**config.mk**
```make
export PLATFORM = sky130hd
export DESIGN_NAME = mac_operand_sequencer
export DESIGN_NICKNAME = d
export VERILOG_FILES = /design/src/rtl/mac_operand_sequencer.sv
export SDC_FILE = /design/constraint.sdc
export NUM_CORES = 1
export LEC_CHECK = 0
export CORE_ASPECT_RATIO = 1.25
export CORE_MARGIN = 2
export CORE_UTILIZATION = 41
export CTS_BUF_LIST = sky130_fd_sc_hd__clkbuf_8 sky130_fd_sc_hd__clkbuf_16
export CTS_CLUSTER_SIZE = 30
export DETAILED_ROUTE_END_ITERATION = 16
export PLACE_DENSITY = 0.85
export SYNTH_ARGS = -nofsm -noshare
export SYNTH_HDL_FRONTEND = slang
export SYNTH_SLANG_ARGS = --single-unit
```
**constraint.sdc**
```tcl
create_clock -name clk -period 2.6 [get_ports clk]
set_clock_uncertainty 0.2 [all_clocks]
set_input_delay 0.26 -clock clk [delete_from_list [all_inputs] [get_ports clk]]
set_output_delay 0.26 -clock clk [all_outputs]
set_load 0.05 [all_outputs]
```
**src/rtl/mac_operand_sequencer.sv**
```systemverilog
// Command-side sequencer for the int8/fp16 MAC: clears the accumulator, streams
// one operand pair per cycle, waits out the MAC latency and returns the result.
module mac_operand_sequencer #(
  parameter int LEN_W   = 8,
  parameter int FP_LAT  = 3,
  parameter int INT_LAT = 2
) (
  input  logic             clk,
  input  logic             rst_n,
  input  logic             cmd_valid,
  output logic             cmd_ready,
  input  logic [LEN_W-1:0] cmd_len,
  input  logic             cmd_float,
  input  logic             op_valid,
  output logic             op_ready,
  input  logic [15:0]      op_a,
  input  logic [15:0]      op_b,
  output logic             mac_clear,
  output logic             mac_float_int,
  output logic [15:0]      mac_a,
  output logic [15:0]      mac_b,
  input  logic [15:0]      mac_out,
  output logic             res_valid,
  input  logic             res_ready,
  output logic [15:0]      res_data,
  output logic             busy
);

  typedef enum logic [2:0] {
    S_IDLE,
    S_CLEAR,
    S_FEED,
    S_DRAIN,
    S_RESULT
  } state_t;

  state_t           state, state_nxt;
  logic [LEN_W-1:0] len_r;
  logic [LEN_W-1:0] cnt;
  logic             mode_r;
  logic             ready_en;
  logic [7:0]       dcnt;
  logic [7:0]       d_last;
  logic             cmd_fire;
  logic             op_fire;
  logic             res_fire;
  logic             drain_done;

  // Drain from FEED starts at dcnt=0 (the cycle the last pair sits on mac_a/b);
  // from CLEAR it starts at 1, so both wait D cycles after the last input.
  assign d_last     = mode_r ? 8'(FP_LAT + 1) : 8'(INT_LAT + 1);
  assign cmd_fire   = cmd_valid & cmd_ready;
  assign op_fire    = op_valid & op_ready;
  assign res_fire   = res_valid & res_ready;
  assign drain_done = (state == S_DRAIN) && (dcnt == d_last);

  // NOTE: reset is active-high on rst_n here, so the async sensitivity is posedge rst_n.
  always_ff @(posedge clk or posedge rst_n) begin
    if (rst_n) state <= S_IDLE;
    else       state <= state_nxt;
  end

  // NOTE: every always_comb output gets a default first so no latch can be inferred.
  always_comb begin
    state_nxt = state;
    unique case (state)
      S_IDLE:   if (cmd_fire) state_nxt = S_CLEAR;
      S_CLEAR:  state_nxt = (len_r != '0) ? S_FEED : S_DRAIN;
      S_FEED:   if (op_fire && (cnt + LEN_W'(1) == len_r)) state_nxt = S_DRAIN;
      S_DRAIN:  if (drain_done) state_nxt = S_RESULT;
      S_RESULT: if (res_fire) state_nxt = S_IDLE;
      default:  state_nxt = S_IDLE;
    endcase
  end

  always_comb begin
    cmd_ready = 1'b0;
    op_ready  = 1'b0;
    mac_clear = 1'b0;
    res_valid = 1'b0;
    busy      = (state != S_IDLE);
    unique case (state)
      S_IDLE:   cmd_ready = ready_en;
      S_CLEAR:  mac_clear = 1'b1;
      S_FEED:   op_ready  = (cnt < len_r);
      S_RESULT: res_valid = 1'b1;
      default:  ;
    endcase
  end

  assign mac_float_int = mode_r;

  // NOTE: sequential state uses non-blocking assignments so all flops update together.
  always_ff @(posedge clk or posedge rst_n) begin
    if (rst_n) begin
      ready_en <= 1'b0;
      len_r    <= '0;
      cnt      <= '0;
      mode_r   <= 1'b0;
      dcnt     <= '0;
      mac_a    <= '0;
      mac_b    <= '0;
      res_data <= '0;
    end else begin
      ready_en <= 1'b1;
      if (cmd_fire) begin
        len_r  <= cmd_len;
        mode_r <= cmd_float;
        cnt    <= '0;
      end else if (op_fire) begin
        cnt <= cnt + LEN_W'(1);
      end
      // Gap cycles present zeros, which is a no-op accumulate in either mode.
      mac_a <= op_fire ? op_a : 16'h0000;
      mac_b <= op_fire ? op_b : 16'h0000;
      if (state == S_CLEAR)      dcnt <= 8'd1;
      else if (state == S_FEED)  dcnt <= 8'd0;
      else if (state == S_DRAIN) dcnt <= dcnt + 8'd1;
      if (drain_done) res_data <= mac_out;
    end
  end

endmodule

```
# After elaboration in Yosys (flattened, before gate mapping)
# Cells that the tools add are included.
[classes] n_addsub=2 order_cmp=1 eq_ne=10 n_mux=18 bitwise=3 reduce_logical=8
[op_table] operator="two-way mux 8 bit" n=5
[op_table] operator="two-way mux 16 bit" n=2
[op_table] operator="adder 8 x 1 -> 8 bit, second input constant" n=2
[op_table] operator="two-way mux 3 bit" n=5
[op_table] operator="one-hot mux 3 bit (5 select lines)" n=1
[op_table] operator="equality test 8 x 3 -> 1 bit" n=1
[op_table] operator="equality test 8 bit" n=1
[op_table] operator="< comparator 8 bit" n=1
[op_table] operator="!= test 2 bit, second input constant" n=4
[op_table] operator="nonzero test 8 bit" n=1
[op_table] operator="equality test 3 x 2 -> 1 bit, second input constant" n=2
[op_table] operator="nonzero test 3 bit" n=2
[op_table] operator="two-way mux 1 bit" n=5
[op_table] operator="AND reduction 4 bit" n=1
[op_table] operator="AND 1 bit" n=3
[op_table] operator="equality test 3 x 1 -> 1 bit, second input constant" n=1
[op_table] operator="equality test 3 bit, second input constant" n=1
[op_table] operator="logical NOT 3 bit" n=1
[op_table] operator="logical AND 1 bit" n=2
[op_table] operator="nonzero test 2 bit" n=1
[word_totals] regBits=77 word_cells=51

# Longest topological paths before layout
# Gate-level depths: netlist of run 1.
[depth] ltp_word=6 depth_mapped=9 depth_no_buf=7

# Least setup slack after synthesis of run 1
# No wires, ideal clock.
[synth_path] kind="register -> output" startpoint="register len_r[1]" endpoint="output port op_ready" arrival_time_ns=1.962 required_ns=2.140 slack_ns=0.178 path_stages_with_launch=8 path_buffers=1 path_cell_list="dfrtp_1 inv_1 ha_1 nor2b_1 o211ai_1 a21oi_1 clkbuf_1 nor2b_1"
[synth_between] elab_chain_len=2
[synth_rtl] item="from (decl)" line_no="38" source="logic [LEN_W-1:0] len_r;"
[synth_rtl] item="from (signal assigned)" line_no="107" source="len_r <= cmd_len;"
[synth_rtl] item="< comparator 8 bit" line_no="85" source="S_FEED: op_ready = (cnt < len_r);"
[synth_rtl] item="two-way mux 1 bit" line_no="82" source="unique case (state)"
[synth_rtl] item="to (decl)" line_no="15" source="output logic op_ready,"
# Every way passes these cells.

# Final worst setup path of run 1
# Ends and elaborated chain as after synthesis.

==> flow_metrics.env, run 1 <==
export IMPL_dieArea_um2=9240
export IMPL_synth_area_leaders="dfrtp_1 (55%), and2_1 (5.9%), mux2_2 (4.9%)"
export IMPL_layout_drive_gt1_share=0.147
export IMPL_final_cells=518
export IMPL_synth_async_reset_ratio=1.00
export IMPL_synthMuxAreaShare=0.0935
export IMPL_antenna_found_initial=0
export IMPL_p_leak_nw=2.21
export IMPL_via_per_inst=5.26
export IMPL_cp_common_cell="nor2b_1"
export IMPL_worstPathMaxFanout=6
export IMPL_final_antenna_net_count=0
export IMPL_avgRoutedWirePerCell_um=16.1
export IMPL_yosysWarnings=0
export IMPL_slowest_delay_ns=0.41
export IMPL_synth_top_family_by_area="simple AND/OR/NAND/NOR gates"
export IMPL_drv_cap=0
export IMPL_path_clk_slew_ns=0.08
export IMPL_synth_compound_area_frac=0.102
export IMPL_start_util=0.422
export IMPL_grt_max_degree=78
export IMPL_synth_flop_cell="dfrtp_1"
export IMPL_clkLatencyLatePin_ns=0.35
export IMPL_hold_viol=0
export IMPL_crit_chain="inv_1 -> ha_1 -> nor2b_1 -> o211ai_1 -> a21oi_2 -> buf_4 -> nor2b_1 -> buf_6"
export IMPL_numClockSinks=77
export IMPL_critPathKind="register to output port"
export IMPL_crit_buf_inv=3
export IMPL_antennaDiodeCount=0
export IMPL_num_vias=2723
export IMPL_drv_slew=0
export IMPL_yosysSeqAreaShare=0.554
export IMPL_io_pins=116
export IMPL_syn2layout_area_growth_pct=43.0
export IMPL_worst_pin_slew_ns=0.569
export IMPL_placed_cells=500
export IMPL_rows=37
export IMPL_hpwl_mm=6.15
export IMPL_gp_congestion=0.848
export IMPL_postCtsHoldBufs=0
export IMPL_numCtsBuffers=9
export IMPL_cts_path_max_buffers=2
export IMPL_synth_cell_types=50
export IMPL_power_density_nw_per_um2=1120
export IMPL_min_period_over_period=0.973
export IMPL_syn_num_nets=365
export IMPL_cts_tree="done"
export IMPL_synth_edff_count=0
export IMPL_drt_pass1_iterations=4
export IMPL_io_buffers=115
export IMPL_synth_adder_area_share=0.0360
export IMPL_crit_family="buffers and inverters"
export IMPL_synth_xor_area_frac=0.0227
export IMPL_critPathLaunchType="register"
export IMPL_fp_coreArea_um2=8240
export IMPL_synth_simple_gate_area_frac=0.155
export IMPL_synth_area_leader_cell="dfrtp_1"
export IMPL_grt_overflow=0
export IMPL_cp_data_arrival_time_ns=2.07
export IMPL_synth_top_area_frac=0.554
export IMPL_ys_ff_latch=77
export IMPL_finalSetupTns_ns=0
export IMPL_end_kind="output port"
export IMPL_cp_slowest_cell="dfrtp_1"
export IMPL_rsz0062_at_grt="no"
export IMPL_die_h_um=107
export IMPL_synthCells=293
export IMPL_drc=0
export IMPL_irDropWorstVdd_uv=631
export IMPL_final_cell_mix="clkdlybuf4s50_1 (112), dfrtp_1 (77), and2_1 (33)"
export IMPL_timing_fmax_mhz=395
export IMPL_grt_first_pass_wirelength_mm=13.5
export IMPL_avgSynthCellArea_um2=11.9
export IMPL_finalSetupViolations=0
export IMPL_first_global_vias=2865
export IMPL_max_slew_margin=0.618
export IMPL_required_ns=2.14
export IMPL_cts_htree_levels=3
export IMPL_syn_cell_area_um2=3480
export IMPL_track_usage=0.188
export IMPL_die_w_um=86.4
export IMPL_fin_crit_ns=2.53
export IMPL_final_nets=490
export IMPL_status="completed"
export IMPL_hp_class="input pin to async pin"
export IMPL_clockRootBuffer="clkbuf_8"
export IMPL_drtIter0Drc=130
export IMPL_layout_commonest_cell="clkdlybuf4s50_1"
export IMPL_wl_mm=8.34
## worst min-delay path: stages
cell	delay (ns)
clkdlybuf4s50_1	0.41
inv_2	0.07
buf_12	0.34
## per-layer routing
layer,routed length (µm),track usage,up-vias
met5,0,0,-
met4,213,0.0792,0
met3,724,0.0747,18
met2,4300,0.315,112
met1,3100,0.210,1322
li1,-,-,1271
## where the power goes
| part | total, mW | leakage [nW] | internal, mW | switching [mW] |
|---|---|---|---|---|
| combinational | 2.87 | 1.11 | 1.13 | 1.75 |
| clock | 0.847 | 0.0923 | 0.429 | 0.418 |
| sequential | 1.85 | 1.02 | 1.57 | 0.281 |
| total | 5.57 | 2.21 | 3.12 | 2.44 |
## flip-flops by register name (all words and copies together), names as in the netlist
signal / cells
mac_a: 16
mac_b: 16
res_data: 16
cnt: 8
dcnt: 8
len_r: 8
state: 3
mac_float_int: 1
ready_en: 1
## final cells by class
type	count	area, µm²
Tap cell	97	121
Sequential cell	77	1930
Timing Repair Buffer	126	1260
Clock buffer	9	124
Fill cell	663	3270
Inverter	14	52.6
Multi-Input combinational cell	190	1430
Clock inverter	5	55.1
## stage by stage
step	hold WS [ns]	instance area (µm²)	util	setup slack [ns]	total power [mW]
6_report	0.120	4970	0.604	0.0696	5.57
5_1_grt	0.155	4970	0.604	0.000993	5.85
4_1_cts	0.122	4930	0.599	0.0104	5.55
3_5_place_dp	0.293	4750	0.577	0.185	4.69
3_3_place_gp	0.271	4750	0.577	0.275	4.58
2_1_floorplan	0.189	3480	-	0.173	3.71
## final timing paths
kind	from	slack (ns)	to	depth (start not counted)
worst max-delay path	len_r[1]	0.07	op_ready	8
worst min-delay path	rst_n	0.12	cnt[6]	3
worst max register to register	len_r[7]	0.20	cnt[6]	7
worst min register to register	res_data[13]	0.31	res_data[13]	1
max in group asynchronous	rst_n	1.78	len_r[2]	3
min in group clk	op_b[10]	0.26	mac_b[10]	2
## kinds of logic after synthesis
family,after synthesis
AND/OR/NAND/NOR,93
other,1
AO/OA/AOI/OAI,51
XOR/XNOR,9
multiplexers,26
adder cells (fa/ha/maj),10
buffers and inverters,26
flip-flops,77
## cells in the mapped netlist, types with 2 or more instances
library cell	number
a211oi_1	6
a21oi_1	6
a31o_2	4
a31oi_1	4
and2_1	33
and3_1	2
buf_2	4
clkbuf_1	6
dfrtp_1	77
ha_1	10
inv_1	14
mux2_2	15
mux2_4	9
nand2_1	15
nand2b_1	2
nand3_1	9
nand4_1	3
nand4bb_1	2
nor2_1	6
nor2b_1	4
nor3_1	3
nor4_1	3
o211ai_1	4
o21ai_0	13
o22ai_1	2
o31ai_1	3
or2_2	3
or3_1	2
xnor2_1	6
xor2_1	3
## timing repair
action                                  4_1_cts  5_1_grt
buffers inserted                              0        4
gates resized for setup                       1        3
pin swaps                                     0        1
endpoints found under the setup margin        1        3
Note: power is estimated with default switching activity, not from simulation.
==> inputs of run 2 (changes only) <==
Settings changed: SETUP_SLACK_MARGIN set to 0.05.
==> run 2 against run 1 <==
Die area unchanged; clock-buffer cell count unchanged; via count down 0.51%; fmax up 0.11%; sequential power about the same; clock power about the same; combinational power about the same; utilization about the same; design area about the same; sequential share of layout area about the same; worst hold slack better by 0.0024 ns; critical endpoint unchanged; largest cell class unchanged.
==> flow_metrics.env, run 2 (same netlist as run 1, synthesis figures left out) <==
export IMPL_status="completed"
export IMPL_finalSetupViolations=0
export IMPL_dieArea_um2=9240
export IMPL_power_frac_clock=0.152
export IMPL_place_area_um2=4750
export IMPL_end_kind="output port"
export IMPL_required_ns=2.14
export IMPL_timing_fmax_mhz=396
export IMPL_numClockSinks=77
export IMPL_reg_top3="mac_a: 16 flops, mac_b: 16 flops, res_data: 16 flops"
export IMPL_numCtsBuffers=9
export IMPL_switching_power_mw=2.44
export IMPL_wl_mm=8.32
export IMPL_fin_crit_ns=2.53
export IMPL_grt_overflow=0
export IMPL_drt_pass1_iterations=4
export IMPL_rsz0062_at_grt="yes"
export IMPL_finalInstanceArea_um2=4970
export IMPL_hpwl_mm=6.15
export IMPL_cts_tree="done"
export IMPL_placed_cells=500
export IMPL_path_clk_slew_ns=0.08
export IMPL_power_frac_comb=0.517
export IMPL_p_int_mw=3.12
export IMPL_critPathLaunchType="register"
export IMPL_crit_family="buffers and inverters"
export IMPL_hp_class="input pin to async pin"
export IMPL_p_sw_frac=0.439
export IMPL_cp_common_cell="nor2b_1"
export IMPL_final_cell_mix="clkdlybuf4s50_1 (111), dfrtp_1 (77), and2_1 (33)"
export IMPL_fp_coreArea_um2=8240
export IMPL_crit_chain="inv_1 -> ha_1 -> nor2b_1 -> o211ai_1 -> a21oi_2 -> buf_4 -> nor2b_1 -> buf_6"
export IMPL_drv_slew=0
export IMPL_worst_pin_slew_ns=0.569
export IMPL_num_vias=2709
export IMPL_min_period_over_period=0.972
export IMPL_final_antenna_net_count=0
export IMPL_clockRootBuffer="clkbuf_8"
export IMPL_rows=37
export IMPL_power_density_nw_per_um2=1120
export IMPL_grt_max_degree=78
export IMPL_seq_power_share=0.332
export IMPL_cp_slowest_cell="dfrtp_1"
export IMPL_antenna_found_initial=0
export IMPL_crit_buf_inv=3
export IMPL_finalSetupTns_ns=0
export IMPL_via_per_inst=5.23
export IMPL_die_w_um=86.4
export IMPL_layout_drive_gt1_share=0.150
export IMPL_drv_cap=0
export IMPL_slowest_delay_ns=0.41
export IMPL_drtIter0Drc=191
export IMPL_critPathKind="register to output port"
export IMPL_cp_data_arrival_time_ns=2.07
export IMPL_start_util=0.422
export IMPL_drc=0
export IMPL_postCtsHoldBufs=0
export IMPL_final_fill_count=666
export IMPL_irDropWorstVdd_uv=631
export IMPL_grt_first_pass_wirelength_mm=13.5
export IMPL_layout_commonest_cell="clkdlybuf4s50_1"
export IMPL_first_global_vias=2865
export IMPL_fin_util=0.604
export IMPL_avgRoutedWirePerCell_um=16.1
export IMPL_track_usage=0.188
export IMPL_final_nets=490
export IMPL_hold_viol=0
export IMPL_die_h_um=107
export IMPL_worst_path_stages=8
export IMPL_ff2ff_setup_slack_ns=0.22
export IMPL_io_pins=116
export IMPL_syn2layout_area_growth_pct=43.0
export IMPL_final_cells=518
export IMPL_clkLatencyLatePin_ns=0.35
export IMPL_antennaDiodeCount=0
export IMPL_gp_congestion=0.848
export IMPL_cts_htree_levels=3
export IMPL_max_slew_margin=0.618
export IMPL_cts_path_max_buffers=2
export IMPL_r2r_cells=8
export IMPL_io_buffers=115
export IMPL_worstPathMaxFanout=6
export IMPL_p_leak_nw=2.21
[run 2: cell count changes in the layout (fill, tap and decap cells not counted), sizes merged]
| cell | previous run | this run |
|---|---|---|
| clkdlybuf4s50 | 112 | 111 |
| dlygate4sd2 | 0 | 2 |
| dlymetal6s2s | 2 | 1 |
[run 2: stage by stage]
step                power [mW]  hold slack [ns]  setup slack [ns]
floorplan                 3.71            0.189             0.173
global placement          4.58            0.271             0.275
detailed placement        4.69            0.293             0.185
CTS                       5.55            0.122            0.0111
global route              5.86            0.155          0.000995
finish                    5.56            0.123            0.0724
[run 2: area by class of cell]
| class | instances | area, µm² | share of cell area |
|---|---|---|---|
| clock inverters | 5 | 55.1 | 0.0111 |
| clock buffers | 9 | 124 | 0.0249 |
| multi-input cells | 190 | 1440 | 0.288 |
| repair buffers | 126 | 1260 | 0.253 |
| inverters | 14 | 52.6 | 0.0106 |
| flip-flops and latches | 77 | 1930 | 0.387 |
| well taps | 97 | 121 | 0.0244 |
[run 2: timing repair]
item	in CTS	in global routing
gates resized for setup	3	3
cloned	0	0
pin swaps	0	1
endpoints found under the setup margin	3	2
endpoints found under the hold margin	0	0
buffers inserted	0	4
[run 2: path summary, 6_finish.rpt]
kind | from | end
worst min register to register | res_data[13] | res_data[13]
min in group clk | op_b[10] | mac_b[10]
worst max-delay path | len_r[1] | op_ready
worst max register to register | len_r[1] | cnt[6]
worst min-delay path | rst_n | res_data[6]
max in group asynchronous | rst_n | len_r[2]
[run 2: worst min-delay path, cell delays in order]
cell and delay [ns]:
clkdlybuf4s50_1 0.41, inv_2 0.07, buf_12 0.34
[run 2: power groups by stage]
| stage | logic, mW | registers, mW | clock network [mW] |
|---|---|---|---|
| final | 2.87 | 1.85 | 0.844 |
| after global routing | 3.05 | 1.89 | 0.917 |
| after CTS | 2.84 | 1.84 | 0.870 |
| after detailed placement | 2.82 | 1.87 | 0 |
| after global placement | 2.74 | 1.84 | 0 |
| after floorplan | 1.00 | 2.71 | 0 |
[run 2: metal layers]
layer / wire length [µm] / vias up / track usage
met5: 0 / - / 0
met4: 223 / 0 / 0.0792
met3: 723 / 19 / 0.0747
met2: 4270 / 114 / 0.315
met1: 3100 / 1307 / 0.210
li1: - / 1269 / -
